**src/rtl/arith_pkg.sv**
```systemverilog
// Shared arithmetic types and defaults for the adder/subtractor datapath.
package arith_pkg;

  localparam int unsigned DEFAULT_WIDTH = 64;

  typedef struct packed {
    logic bout;
    logic zero;
    logic neg;
    logic ovf;
  } arith_flags_t;

endpackage

```
**src/rtl/bk_prefix_net.sv**
```systemverilog
// Brent-Kung prefix carry network: up-sweep then down-sweep over (g, p),
// with cin folded into bit 0 so every group generate is a carry.
module bk_prefix_net
  import arith_pkg::*;
#(
  parameter int unsigned WIDTH = DEFAULT_WIDTH
) (
  input  logic [WIDTH-1:0] g,
  input  logic [WIDTH-1:0] p,
  input  logic             cin,
  output logic [WIDTH:0]   carry
);

  localparam int LEVELS = $clog2(WIDTH);
  localparam int NL     = 2 * LEVELS - 1;

  logic [WIDTH-1:0] gs [0:NL];
  logic [WIDTH-1:0] ps [0:NL-1];

  assign gs[0] = {g[WIDTH-1:1], g[0] | (p[0] & cin)};
  assign ps[0] = p;

  // Levels 1..LEVELS form the up-sweep; the rest fill in the gaps top-down.
  for (genvar lvl = 1; lvl <= NL; lvl++) begin : g_level
    localparam int K    = (lvl <= LEVELS) ? lvl : 2 * LEVELS - lvl;
    localparam int SPAN = 1 << K;
    localparam int D    = SPAN / 2;
    for (genvar i = 0; i < WIDTH; i++) begin : g_bit
      localparam bit COMB = (lvl <= LEVELS) ? (((i + 1) % SPAN) == 0)
                                            : ((((i + 1) % SPAN) == D) && (i >= SPAN));
      if (COMB) begin : g_op
        assign gs[lvl][i] = gs[lvl-1][i] | (ps[lvl-1][i] & gs[lvl-1][i-D]);
        if (lvl < NL) begin : g_p
          assign ps[lvl][i] = ps[lvl-1][i] & ps[lvl-1][i-D];
        end
      end else begin : g_pass
        assign gs[lvl][i] = gs[lvl-1][i];
        if (lvl < NL) begin : g_p
          assign ps[lvl][i] = ps[lvl-1][i];
        end
      end
    end
  end

  assign carry = {gs[NL], cin};

endmodule

```
**src/rtl/brent_kung_sub_pipe.sv**
```systemverilog
// Two-stage pipelined subtractor diff = a - b - bin on a Brent-Kung carry
// network, with valid/ready handshake and borrow/zero/neg/overflow flags.
module brent_kung_sub_pipe
  import arith_pkg::*;
#(
  parameter int unsigned WIDTH = DEFAULT_WIDTH
) (
  input  logic             clk,
  input  logic             rst,
  input  logic             in_valid,
  output logic             in_ready,
  input  logic [WIDTH-1:0] a,
  input  logic [WIDTH-1:0] b,
  input  logic             bin,
  output logic             out_valid,
  input  logic             out_ready,
  output logic [WIDTH-1:0] diff,
  output logic             bout,
  output logic             zero,
  output logic             neg,
  output logic             ovf
);

  logic             adv;
  logic             v1, v2;
  logic [WIDTH-1:0] g1, p1;
  logic             a_msb1, b_msb1, cin1;
  logic [WIDTH:0]   carry;
  logic [WIDTH-1:0] sum;
  arith_flags_t     flags_d, flags_q;
  logic [WIDTH-1:0] diff_q;

  // A stall freezes both stages together; bubbles are not squeezed out.
  assign adv = !v2 || out_ready;

  always_ff @(posedge clk) begin
    if (rst) begin
      v1 <= 1'b0;
      v2 <= 1'b0;
    end else if (adv) begin
      v1 <= in_valid;
      v2 <= v1;
    end
  end

  always_ff @(posedge clk) begin
    if (adv) begin
      g1     <= a & ~b;
      p1     <= a ^ ~b;
      a_msb1 <= a[WIDTH-1];
      b_msb1 <= b[WIDTH-1];
      cin1   <= ~bin;
      diff_q  <= sum;
      flags_q <= flags_d;
    end
  end

  bk_prefix_net #(.WIDTH(WIDTH)) u_prefix (
    .g     (g1),
    .p     (p1),
    .cin   (cin1),
    .carry (carry)
  );

  assign sum = p1 ^ carry[WIDTH-1:0];

  always_comb begin
    flags_d      = '0;
    flags_d.bout = ~carry[WIDTH];
    flags_d.zero = (sum == '0);
    flags_d.neg  = sum[WIDTH-1];
    flags_d.ovf  = (a_msb1 != b_msb1) && (sum[WIDTH-1] != a_msb1);
  end

  assign in_ready  = adv;
  assign out_valid = v2;
  assign diff      = diff_q;
  assign bout      = flags_q.bout;
  assign zero      = flags_q.zero;
  assign neg       = flags_q.neg;
  assign ovf       = flags_q.ovf;

endmodule
```
**config.mk**
```make
export PLATFORM = sky130hd
export DESIGN_NAME = brent_kung_sub_pipe
export DESIGN_NICKNAME = d
export VERILOG_FILES = /design/src/rtl/arith_pkg.sv /design/src/rtl/bk_prefix_net.sv /design/src/rtl/brent_kung_sub_pipe.sv
export SDC_FILE = /design/constraint.sdc
export NUM_CORES = 1
export LEC_CHECK = 0
export ABC_CLOCK_PERIOD_IN_PS = 10350
export BUFFER_PORTS_ARGS = -buffer_cell sky130_fd_sc_hd__buf_2
export CAP_MARGIN = 15
export CORE_ASPECT_RATIO = 0.75
export CORE_MARGIN = 2
export CORE_UTILIZATION = 56
export CTS_BUF_LIST = sky130_fd_sc_hd__clkbuf_2 sky130_fd_sc_hd__clkbuf_4 sky130_fd_sc_hd__clkbuf_8
export CTS_CLUSTER_SIZE = 30
export DETAILED_ROUTE_END_ITERATION = 12
export PLACE_DENSITY_LB_ADDON = 0.1
export RECOVER_POWER = 50
export SYNTH_ARGS = -nofsm -noshare
export SYNTH_HDL_FRONTEND = slang
export SYNTH_SLANG_ARGS = --single-unit
```
**constraint.sdc**
```tcl
create_clock -name clk -period 10.35 [get_ports clk]
set_input_delay 2.07 -clock clk [delete_from_list [all_inputs] [get_ports clk]]
set_output_delay 2.07 -clock clk [all_outputs]
set_load 0.01 [all_outputs]
```
==> impl_table.tex <==
\begin{tabular}{lr}
\hline
Metric & Value \\
\hline
\multicolumn{2}{l}{\textbf{Outcome}} \\
Run status & finished, violations left \\
Violated checks & capacitance limit, slew limit \\
\multicolumn{2}{l}{\textbf{STA}} \\
RSZ-0062 raised after global routing & false \\
Clock Skew & 16.5 ps \\
Slew at the pin closest to its max-slew limit & 2530 ps \\
Top achievable clock speed & 0.155 GHz \\
Final Cycle Share & 62.3\% \\
Clock period minus final worst setup slack & 6440 ps \\
Relative slew slack & -68.9\% \\
Final number of hold-violating endpoints & 0 \\
Count of final max-slew check failures & 54 \\
Setup total negative slack & 0 ps \\
Final count of negative-setup-slack endpoints & 0 \\
\multicolumn{2}{l}{\textbf{Logic synthesis}} \\
Post-Syn Nets & 837 \\
Synth async-reset ratio & 0\% \\
Synth unique cells & 51 \\
Post-synthesis cell area & 8980 µm² \\
Mapped Cells & 607 \\
Yosys synthesis warning count & 0 \\
EDFF count, synth & 198 \\
Mean cell area of the mapped netlist & 14.8 µm² \\
Post-synthesis register bit count & 200 \\
Sequential element share of the synthesized area & 66.6\% \\
Primary flip-flop cell chosen by synthesis mapping & sky130\_fd\_sc\_hd\_\_edfxtp\_1 \\
\multicolumn{2}{l}{\textbf{Floorplan}} \\
Number of core rows & 40 \\
Io pins & 203 \\
Die extent in x & 150 µm \\
Starting utilization of the core area & 56.6\% \\
Die Y-Extent & 114 µm \\
Floorplan die area & 17100 µm² \\
Core area & 15900 µm² \\
\multicolumn{2}{l}{\textbf{Setup path}} \\
CP startpoint kind & input pin \\
Register-to-Register Path Depth & 18 \\
Crit path max fanout & 53 \\
Reg-to-reg startpoint & p1[0] \\
Data arrival time at the worst-slack endpoint & 4370 ps \\
Startpoint-to-endpoint class of the critical path & input pin to output port \\
Required time of the critical path & 8280 ps \\
Kind of end point of the critical path & output port \\
Critical path launch point & out\_ready \\
\multicolumn{2}{l}{\textbf{Clock network}} \\
Number of gates resized after cts & 0 \\
Post-CTS clock slew at the launch and capture registers of the worst setup and hold paths & 100 ps \\
Clock insertion delay at the later pin of the skew report & 480 ps \\
CTS tree & done \\
Clock Path Buffers & 2 \\
Hold bufs inserted after CTS & 0 \\
Inserted Clock Buffers & 17 \\
Clock sink count & 200 \\
Buffer cell driving the clock tree root & sky130\_fd\_sc\_hd\_\_clkbuf\_8 \\
Post-CTS setup repair buffer count & 0 \\
CTS H-tree lvls & 4 \\
\multicolumn{2}{l}{\textbf{Global routing}} \\
Number of antenna violations at the first check in global routing & 1 \\
Vias in the first global route & 5429 \\
Pin count of the biggest net entering global routing & 81 \\
Wire length of the first global-routing pass & 26700 µm \\
Gr usage total & 21.1\% \\
Global route overflow & 0 \\
\multicolumn{2}{l}{\textbf{Layout}} \\
Net count of the finished layout & 1059 \\
Total of fill cells in the finished design & 1183 \\
Cell area after layout & 10600 µm² \\
Area added between synthesis and finish & 18.0\% \\
Antenna diode count & 0 \\
Final cell utilization of the core & 66.8\% \\
Share of post-route cells with drive strength above 1 & 25.5\% \\
\multicolumn{2}{l}{\textbf{Drt}} \\
Avg Vias per Cell & 5.28 \\
Iteration-0 DRC Markers & 409 \\
Routed met3 length & 1320 µm \\
Average wire per cell in the routed design & 16.8 µm \\
Detailed-route wire length & 17600 µm \\
DRC & 0 \\
DR top layer & met5 \\
Overall via count from detail\_route & 5558 \\
Sum of met2 wire segment lengths after detailed routing & 7920 µm \\
Routed Antenna Nets & 0 \\
Pre-antenna DRT Iters & 7 \\
Met1 routed wirelength after detailed routing & 7970 µm \\
\multicolumn{2}{l}{\textbf{Pwr}} \\
Power per cell area & 185 nW/µm² \\
Leakage & 4.75 nW \\
VDD IR max & 94.3 µV \\
\multicolumn{2}{l}{\textbf{Job}} \\
Number of maximum-capacitance violations & 1 \\
\multicolumn{2}{l}{\textbf{Place}} \\
Routability congestion estimate from global placement & 0.852 \\
DP Wirelength & 13400 µm \\
Buffers added on ports & 202 \\
Placed Area & 10300 µm² \\
\multicolumn{2}{l}{\textbf{Min path}} \\
HP Start & v1 \\
Class of the most critical hold timing path & register to register \\
Hold depth & 2 \\
\hline
\end{tabular}
-- metrics by stage --
stage | total power, mW | worst slack (ps) | cells | hold slack (ps)
2_1_floorplan | 1.30 | 1340 | 607 | 419
3_3_place_gp | 1.46 | 5270 | 1020 | 425
3_5_place_dp | 1.47 | 5260 | 1020 | 436
4_1_cts | 1.99 | 5260 | 1052 | 454
5_1_grt | 2.05 | 3660 | 1052 | 473
6_report | 1.96 | 3910 | 1052 | 453
-- layout make-up --
class                   instances  area [µm²]  area share [%]
repair buffers                204         978            9.23
clock inverters                11         150            1.42
clock buffers                  21         264            2.49
inverters                      76         285            2.69
flip-flops and latches        200        5990            56.5
well taps                     210         263            2.48
multi-input cells             330        2670            25.2
-- state kept, by name (all words and copies together), names as in the netlist --
name	flops
diff	63
bout	1
cin1	1
ovf	1
b_msb1	1
out_valid	1
zero	1
a_msb1	1
neg	1
p1	64
v1	1
g1	64
-- critical path, stage by stage --
cell,delay (ps)
sky130_fd_sc_hd__buf_2,70
sky130_fd_sc_hd__nand2b_1,1810
sky130_fd_sc_hd__buf_2,390
-- report_power, final --
part | switching, mW | internal (mW)
logic | 0.193 | 0.144
clock network | 0.264 | 0.250
registers | 0.0655 | 1.04
total | 0.522 | 1.43
-- layer usage --
layer / track usage (%) / vias to the layer above
li1: - / 2698
met1: 29.3 / 2615
met2: 32.4 / 209
met3: 5.16 / 34
met4: 8.74 / 2
met5: 0 / -
-- synth_stat cells (2+ instances only) --
| cell type | number | area (µm²) |
|---|---|---|
| sky130_fd_sc_hd__nand2b_1 | 3 | 18.8 |
| sky130_fd_sc_hd__and3_2 | 2 | 15.0 |
| sky130_fd_sc_hd__inv_2 | 2 | 7.51 |
| sky130_fd_sc_hd__xnor2_1 | 31 | 272 |
| sky130_fd_sc_hd__nor2b_1 | 2 | 12.5 |
| sky130_fd_sc_hd__o21ai_0 | 14 | 70.1 |
| sky130_fd_sc_hd__a21oi_1 | 21 | 105 |
| sky130_fd_sc_hd__nor2_1 | 41 | 154 |
| sky130_fd_sc_hd__or4_1 | 2 | 15.0 |
| sky130_fd_sc_hd__o211ai_1 | 2 | 15.0 |
| sky130_fd_sc_hd__a21o_1 | 18 | 135 |
| sky130_fd_sc_hd__edfxtp_1 | 198 | 5950 |
| sky130_fd_sc_hd__nand3_1 | 5 | 25.0 |
| sky130_fd_sc_hd__inv_1 | 74 | 278 |
| sky130_fd_sc_hd__o21ai_1 | 3 | 15.0 |
| sky130_fd_sc_hd__and4_1 | 2 | 17.5 |
| sky130_fd_sc_hd__dfxtp_1 | 2 | 40.0 |
| sky130_fd_sc_hd__a41o_4 | 2 | 42.5 |
| sky130_fd_sc_hd__nand2_1 | 21 | 78.8 |
| sky130_fd_sc_hd__nand4_1 | 6 | 37.5 |
| sky130_fd_sc_hd__a21oi_2 | 2 | 17.5 |
| sky130_fd_sc_hd__a211oi_1 | 2 | 15.0 |
| sky130_fd_sc_hd__nor4_1 | 18 | 113 |
| sky130_fd_sc_hd__ha_1 | 97 | 1210 |
| sky130_fd_sc_hd__o221ai_1 | 2 | 17.5 |
| sky130_fd_sc_hd__nor3_1 | 4 | 20.0 |
| sky130_fd_sc_hd__or3_1 | 3 | 18.8 |
| sky130_fd_sc_hd__a221oi_1 | 2 | 17.5 |
| sky130_fd_sc_hd__o21a_1 | 2 | 15.0 |
| sky130_fd_sc_hd__or2_2 | 3 | 18.8 |
-- path summary, 6_finish.rpt --
check / to / slack (ps)
worst min register to register: out_valid / 450
worst max register to register: zero / 5860
worst max-delay path: in_ready / 3910
worst min-delay path: out_valid / 450
-- kinds of logic (layout without fill, tap and decap cells) --
family,after synthesis,after routing,share of synthesized area [%]
buffers and inverters,77,312,3.26
AOI/OAI and AO/OA,84,84,6.92
xor gates and xnor gates,31,31,3.02
adders and majority gates,97,97,13.5
and+or+nand+nor,117,117,6.53
DFF,200,200,66.6
muxes,1,1,0.111
-- cells in the final DEF (no fill, tap or decap), types with 4 or more instances in the layout --
cell / n
sky130_fd_sc_hd__clkbuf_1: 38
sky130_fd_sc_hd__a21oi_1: 21
sky130_fd_sc_hd__nand4_1: 6
sky130_fd_sc_hd__ha_1: 97
sky130_fd_sc_hd__clkbuf_8: 17
sky130_fd_sc_hd__nor4_1: 18
sky130_fd_sc_hd__nor3_1: 4
sky130_fd_sc_hd__o21ai_0: 14
sky130_fd_sc_hd__buf_2: 164
sky130_fd_sc_hd__a21o_1: 18
sky130_fd_sc_hd__xnor2_1: 31
sky130_fd_sc_hd__clkbuf_4: 4
sky130_fd_sc_hd__nor2_1: 41
sky130_fd_sc_hd__inv_1: 74
sky130_fd_sc_hd__clkinvlp_4: 5
sky130_fd_sc_hd__nand3_1: 6
sky130_fd_sc_hd__nand2_1: 21
sky130_fd_sc_hd__edfxtp_1: 198
Power figures use the tool's default switching activity.
